<file path="config.mk">
export PLATFORM = sky130hd
export DESIGN_NAME = dm_bus_adapter
export DESIGN_NICKNAME = d
export VERILOG_FILES = /design/src/rtl/dm_bus_adapter.sv
export SDC_FILE = /design/constraint.sdc
export NUM_CORES = 1
export LEC_CHECK = 0
export ABC_AREA = 1
export CORE_ASPECT_RATIO = 1.5
export CORE_MARGIN = 3
export CORE_UTILIZATION = 40
export CTS_CLUSTER_SIZE = 25
export DETAILED_ROUTE_END_ITERATION = 8
export PLACE_DENSITY = 0.9
export SLEW_MARGIN = 20
export SYNTH_ARGS = -nofsm -noshare
export SYNTH_HDL_FRONTEND = slang
export SYNTH_SLANG_ARGS = --single-unit
</file>
<file path="constraint.sdc">
create_clock -name clk_i -period 2.2 [get_ports clk_i]
set_input_delay 0.66 -clock clk_i [delete_from_list [all_inputs] [get_ports clk_i]]
set_output_delay 0.66 -clock clk_i [all_outputs]
set_load 0.01 [all_outputs]
</file>
<file path="src/rtl/dm_bus_adapter.sv">
// ---------------------------------------------------------------------------
// dm_bus_adapter
//
// Bridges a single-cycle core request strobe onto a debug-memory slave port.
// Accesses inside the debug-memory window are forwarded as a one-cycle slave
// request, and the read data is returned three cycles after the strobe.
// Accesses outside the window complete one cycle after the strobe with err_o
// set. A strobe that arrives while an access is still in flight is dropped and
// latches the sticky overrun_o flag.
//
// Ports:
//   clk_i          system clock
//   rst_i          synchronous active-high reset
//   strobe_i       one-cycle core request pulse
//   addr_i         core byte address
//   rw_i           1 = write, 0 = read
//   byte_enable_i  write byte lanes
//   data_i         write data
//   data_o         read data to the core (0 for writes and errors)
//   data_ready_o   one-cycle completion pulse
//   err_o          access was outside the window (only with data_ready_o)
//   overrun_o      sticky: a strobe was dropped while busy
//   slave_req_o    one-cycle debug-memory request
//   slave_we_o     debug-memory write enable
//   slave_addr_o   word-aligned debug-memory address
//   slave_be_o     debug-memory byte enables
//   slave_wdata_o  debug-memory write data
//   slave_rdata_i  debug-memory read data, valid the cycle after slave_req_o
// ---------------------------------------------------------------------------
module dm_bus_adapter #(
    parameter int                  BusWidth      = 32,
    parameter logic [BusWidth-1:0] DmBaseAddress = 'h1000,
    parameter logic [BusWidth-1:0] DmSize        = 'h1000
) (
    input  logic                    clk_i,
    input  logic                    rst_i,
    input  logic                    strobe_i,
    input  logic [BusWidth-1:0]     addr_i,
    input  logic                    rw_i,
    input  logic [BusWidth/8-1:0]   byte_enable_i,
    input  logic [BusWidth-1:0]     data_i,
    output logic [BusWidth-1:0]     data_o,
    output logic                    data_ready_o,
    output logic                    err_o,
    output logic                    overrun_o,
    output logic                    slave_req_o,
    output logic                    slave_we_o,
    output logic [BusWidth-1:0]     slave_addr_o,
    output logic [BusWidth/8-1:0]   slave_be_o,
    output logic [BusWidth-1:0]     slave_wdata_o,
    input  logic [BusWidth-1:0]     slave_rdata_i
);

    typedef enum logic [1:0] {
        IDLE,
        ISSUE,
        WAIT,
        DONE
    } state_t;

    // Window bounds are kept one bit wider than the bus so that a window
    // ending exactly at the top of the address space does not wrap to zero.
    localparam logic [BusWidth:0] WindowLow  = {1'b0, DmBaseAddress};
    localparam logic [BusWidth:0] WindowHigh = {1'b0, DmBaseAddress} + {1'b0, DmSize};

    state_t state;
    state_t next_state;

    logic                  in_window;
    logic [BusWidth-1:0]   next_data;
    logic                  next_ready;
    logic                  next_err;
    logic                  next_overrun;
    logic                  next_req;
    logic                  next_we;
    logic [BusWidth-1:0]   next_addr;
    logic [BusWidth/8-1:0] next_be;
    logic [BusWidth-1:0]   next_wdata;

    assign in_window = ({1'b0, addr_i} >= WindowLow) && ({1'b0, addr_i} < WindowHigh);

    // Next-state and next-output logic. Every output is registered, so this
    // block computes the value each output takes in the cycle after the edge.
    // The slave request fields double as the captured request: slave_we_o
    // tells WAIT whether the access was a write.
    always_comb begin
        next_state   = state;
        next_data    = data_o;
        next_ready   = 1'b0;
        next_err     = 1'b0;
        next_overrun = overrun_o;
        next_req     = 1'b0;
        next_we      = slave_we_o;
        next_addr    = slave_addr_o;
        next_be      = slave_be_o;
        next_wdata   = slave_wdata_o;

        case (state)
            IDLE, DONE: begin
                next_state = IDLE;
                if (strobe_i) begin
                    if (in_window) begin
                        next_state = ISSUE;
                        next_req   = 1'b1;
                        next_we    = rw_i;
                        next_addr  = {addr_i[BusWidth-1:2], 2'b00};
                        next_be    = byte_enable_i;
                        next_wdata = data_i;
                    end else begin
                        next_state = DONE;
                        next_ready = 1'b1;
                        next_err   = 1'b1;
                        next_data  = '0;
                    end
                end
            end
            ISSUE: begin
                next_state = WAIT;
                if (strobe_i) begin
                    next_overrun = 1'b1;
                end
            end
            WAIT: begin
                next_state = DONE;
                next_ready = 1'b1;
                next_data  = slave_we_o ? '0 : slave_rdata_i;
                if (strobe_i) begin
                    next_overrun = 1'b1;
                end
            end
            default: begin
                next_state = IDLE;
            end
        endcase
    end

    // State and output registers. Reset has priority over everything,
    // including a strobe arriving in the same cycle, and abandons any access
    // in flight.
    always_ff @(posedge clk_i) begin
        if (rst_i) begin
            state         <= IDLE;
            data_o        <= '0;
            data_ready_o  <= 1'b0;
            err_o         <= 1'b0;
            overrun_o     <= 1'b0;
            slave_req_o   <= 1'b0;
            slave_we_o    <= 1'b0;
            slave_addr_o  <= '0;
            slave_be_o    <= '0;
            slave_wdata_o <= '0;
        end else begin
            state         <= next_state;
            data_o        <= next_data;
            data_ready_o  <= next_ready;
            err_o         <= next_err;
            overrun_o     <= next_overrun;
            slave_req_o   <= next_req;
            slave_we_o    <= next_we;
            slave_addr_o  <= next_addr;
            slave_be_o    <= next_be;
            slave_wdata_o <= next_wdata;
        end
    end

endmodule

</file>
# Word-level counts from Yosys, hierarchy flattened
# Index checks and enable logic that the tools add are counted.
# totals
reg_bits,105
in_bits,104
out_inout_bits,105
wordCells,40
# classes
order_cmp,2
n_eq_ne,5
n_mux,11
bitwise,2
n_reduce_logical,10
# ops
op,count
32-bit two-way mux,3
32-bit case mux with 2 select lines,1
32-bit by 13-bit greater-or-equal comparator with 1-bit output (second input constant),1
32-bit by 14-bit less-than comparator with 1-bit output (second input constant),1
2-bit case mux with 3 select lines,1
3-bit AND reduction,2
2-bit OR reduction,3
2-bit equality test (second input constant),2
2-bit two-way mux,2
2-bit inequality test (second input constant),2
1-bit two-way mux,3
3-bit OR reduction,1
2-bit by 1-bit equality test with 1-bit output (second input constant),1
2-bit zero test,1
1-bit NOT,2
1-bit case mux with 2 select lines,1
2-bit AND reduction,1
2-bit nonzero test,1
1-bit logical AND,1

# Logic depth before layout (Yosys ltp)
# Gate-level depths: netlist (run 1).
# logic_depth
depth_word,5
mapped_depth,10

# Worst setup path before layout (run 1)
# Ideal clock, no wire load.
# synth_path
path_type,in2reg
start,input addr_i[28]
end,register slave_addr_o[13]
setup_time_ns,0.111
t_arrival_ns,1.553
required_ns,2.089
setup_slack_ns,0.536
stages,8
path_buffers,2
cell_sequence,nor2_2 > nand2_2 > nor3_2 > nand3_1 > buf_4 > buf_2 > nand3_1 > inv_1
# synth_via
elab_chain_len,3
word_cells_on_any_way,4
classes_between,order compare (2); reduce/logical (2)
# synth_lines
item,line_no,source
start: declaration,38,"input logic [BusWidth-1:0] addr_i,"
32-bit by 13-bit greater-or-equal comparator with 1-bit output or 32-bit by 14-bit less-than comparator with 1-bit output (tied branches),80,"assign in_window = ({1'b0, addr_i} >= WindowLow) && ({1'b0, addr_i} < WindowHigh);"
1-bit logical AND *,80,
3-bit AND reduction (no source line) *,n/a,
end signal: assignment,160,slave_addr_o <= next_addr;
end: declaration,48,"output logic [BusWidth-1:0] slave_addr_o,"
# Every way passes the cells marked *; elsewhere a longest branch is shown, timed or not.
# A chain may end at the register's enable or synchronous reset.

# Worst setup path in the final report (run 1)
# layout_path
start,register slave_addr_o[14]
end,output slave_addr_o[14]
# No word-level cell between the ends.

==> results.py, run 1 <==
metrics = {
    "power_and_ir_drop": {
        "ir_drop_mv": 0.5420,
        "p_per_area_mw_per_mm2": 709.2,
        "leakagePower_uw": 0.002843,
    },
    "cells_and_area": {
        "instances_no_fill": 841,
        "layout.nets": 827,
        "final_core_util_pct": 66.28,
        "area_growth_pct": 60.31,
        "antenna-diode-count": 0,
        "fin_area_mm2": 0.006459,
        "drive_above_1_share_pct": 5.372,
    },
    "sta": {
        "skew_ps": 5.929,
        "final.setup.tns_ps": 0,
        "fmax_mhz": 517.1,
        "holdWs_ps": 459.0,
        "post-route-period-util_pct": 87.90,
        "rsz0062_at_grt": "no",
        "period_needed_ps": 1934,
        "setup_viol": 0,
        "hold_violations": 0,
        "final_max_slew_viol_count": 0,
    },
    "routing": {
        "via_per_inst": 4.737,
        "first_iter_violations": 175,
        "firstDrtPassIters": 4,
        "routed_wl_um": 11380,
        "ant_nets": 0,
        "vias": 3984,
        "drc": 0,
        "wire_per_inst_um": 13.53,
    },
    "critical_path": {
        "critPathCaptureType": "primary output",
        "critical_path.cell_chain": "clkdlybuf4s50_1",
        "cp_top_family": "buffers and inverters",
        "slowest_delay_ps": 580,
        "crit_cells": 1,
        "crit_slowest_cell": "clkdlybuf4s50_1",
        "cp_max_fo": 2,
        "startpoint_type": "flip-flop",
        "crit_buf_inv": 1,
        "crit_type": "reg -> out",
        "required_ps": 1540,
        "rr_worst_depth": 9,
        "worstPathArrival_ps": 1270,
    },
    "run_status": {
        "status": "completed",
    },
    "die": {
        "core_mm2": 0.009744,
        "die_w_um": 87.95,
        "io_pins": 209,
        "start_util_pct": 41.35,
        "num_rows": 44,
        "die_area_mm2": 0.01134,
        "die_h_um": 128.9,
    },
    "clock_network": {
        "clkLatencyLatePin_ps": 340,
        "cts_sinks": 105,
        "numCtsBuffers": 9,
        "post_cts_resized": 0,
        "cts-root-buf": "clkbuf_16",
        "post_cts_buffers": 0,
        "htree_levels": 3,
        "hold_buffers": 0,
        "tritoncts": "yes",
        "clk_path_buf_depth": 2,
        "path_clk_slew_ps": 70,
    },
    "yosys": {
        "synthSimpleGateAreaFrac_pct": 30.96,
        "synth-compound-area-share_pct": 8.385,
        "ys.warnings.count": 0,
        "synthXorXnorAreaFrac_pct": 0,
        "ys_seq_elements": 105,
        "syn-cell-area_mm2": 0.004029,
        "synth_top_family_by_area": "simple AND/OR/NAND/NOR gates",
        "synthMuxAreaShare_pct": 0,
        "synth_fa_ha_area_share_pct": 0.6211,
        "syn_area_per_cell_um2": 7.587,
        "synth_cell_type_count": 27,
        "syn_inst": 531,
        "synth_seq_area_share_pct": 52.17,
    },
    "place": {
        "gp_congestion": 0.7578,
        "postPlaceCellArea_mm2": 0.006156,
        "numPortBuffers": 204,
        "placed_cells": 825,
        "hpwlAfterDp_um": 8499,
    },
    "grt": {
        "grt-ovfl-total": 0,
        "grtUsageTotal_pct": 19.90,
        "grt_pass1_vias": 3924,
        "antenna_found_initial": 0,
        "grt_pass1_wl_um": 18060,
        "grt_max_degree": 68,
    },
    "min_path": {
        "hold_path_class": "reg -> reg",
        "min_path_cells": 2,
    },
    "flow_run": {
        "maxCapViolCount": 0,
    },
}
-- per-layer routing --
metal  routed length, µm  global-route usage, %  up-vias
li1                    -                      -     2024
met1                4232                  21.59     1775
met2                5880                  35.04      153
met5                   0                      0        -
met4                 449                  10.84        0
met3                 816                  4.612       32
-- worst register-to-register path, delay by kind of cell (launching register included) --
kind,cells,cell delay [ps]
DFF,1,330
adders and majority gates,1,310
buffers and inverters,2,210
and+or+nand+nor,6,720
-- cell usage after synthesis --
library cell | n | share of area [%]
clkinv_1 | 1 | 0.093
nand3_4 | 1 | 0.43
nor3_1 | 1 | 0.12
nand3b_1 | 11 | 2.0
buf_2 | 9 | 1.1
a21boi_0 | 11 | 2.0
buf_1 | 1 | 0.093
nand2_1 | 93 | 8.7
nand3_1 | 20 | 2.5
o21ai_0 | 27 | 3.4
clkbuf_2 | 1 | 0.12
inv_1 | 27 | 2.5
nor2_1 | 160 | 15
o21ai_1 | 20 | 2.5
a21oi_1 | 4 | 0.50
ha_1 | 2 | 0.62
buf_6 | 6 | 1.7
nor3_2 | 1 | 0.25
nand4_1 | 1 | 0.16
nor2_2 | 4 | 0.62
nand2_2 | 1 | 0.16
dfxtp_1 | 105 | 52
buf_4 | 4 | 0.75
conb_1 | 1 | 0.093
nor2_4 | 2 | 0.56
clkbuf_1 | 15 | 1.4
nand2_4 | 2 | 0.56
-- layout by cell type, fill, tap and decap left out, types with 3 or more instances in the layout --
cell and instances:
nand3_1 19, o21ai_0 27, inv_1 27, o21ai_1 20
nor2_2 5, a21boi_0 11, buf_12 5, inv_6 3
nand2_1 93, clkdlybuf4s50_1 204, nor2_1 159, a21oi_1 4
clkbuf_16 9, buf_4 5, nand3b_1 11, dfxtp_1 105
-- report_power, final --
group	internal, µW	total, µW	switching, µW
logic	495	904	409
registers	2010	2060	52.2
clock network	900	1610	713
-- final timing paths --
path,start,endpoint,slack [ps]
worst min register to register,slave_addr_o[13]$_SDFFE_PP0P_,slave_addr_o[13]$_SDFFE_PP0P_,460
worst max register to register,state[0]$_SDFF_PP0_,data_o[10]$_SDFFE_PP0P_,530
worst max-delay path,slave_addr_o[14]$_SDFFE_PP0P_,slave_addr_o[14],270
worst min-delay path,slave_addr_o[13]$_SDFFE_PP0P_,slave_addr_o[13]$_SDFFE_PP0P_,460
-- cells by family (layout without fill, tap and decap cells) --
group	after synthesis	in the layout
buffers and inverters	64	258
other	1	2
adder cells (fa/ha/maj)	2	2
flip-flops	105	105
AND/OR/NAND/NOR	297	297
AO/OA/AOI/OAI	62	62
-- per-stage QoR --
stage / setup WS (ps) / power [µW]
floorplan: 536.4 / 2547
global placement: 14.31 / 2981
detailed placement: -75.25 / 3013
CTS: 253.8 / 4637
global route: 72.77 / 4805
finish: 266.3 / 4580
-- flip-flops by register name, summed over array words and instances (netlist names) --
| register | count |
|---|---|
| data_o | 32 |
| slave_wdata_o | 32 |
| slave_addr_o | 30 |
| slave_be_o | 4 |
| state | 2 |
| data_ready_o | 1 |
| err_o | 1 |
| overrun_o | 1 |
| slave_req_o | 1 |
| slave_we_o | 1 |
-- area by class of cell --
cell class / count / area [µm²]
Tap cell: 115 / 143.9
Clock buffer: 10 / 229.0
Multi-Input combinational cell: 363 / 1625
Inverter: 28 / 105.1
Clock inverter: 6 / 73.82
Fill cell: 766 / 3286
Sequential cell: 105 / 2102
Timing Repair Buffer: 214 / 2180
(Power assumes the default switching activity.)
==> run 2, diff against run 1 <==
--- a/config.mk
+++ b/config.mk
@@ -6,6 +6,7 @@
 export NUM_CORES = 1
 export LEC_CHECK = 0
 export ABC_AREA = 1
+export CAP_MARGIN = 0
 export CORE_ASPECT_RATIO = 1.5
 export CORE_MARGIN = 3
 export CORE_UTILIZATION = 40
==> results of run 2 <==
Final layout, timing and power as in run 1 (identical DEF).
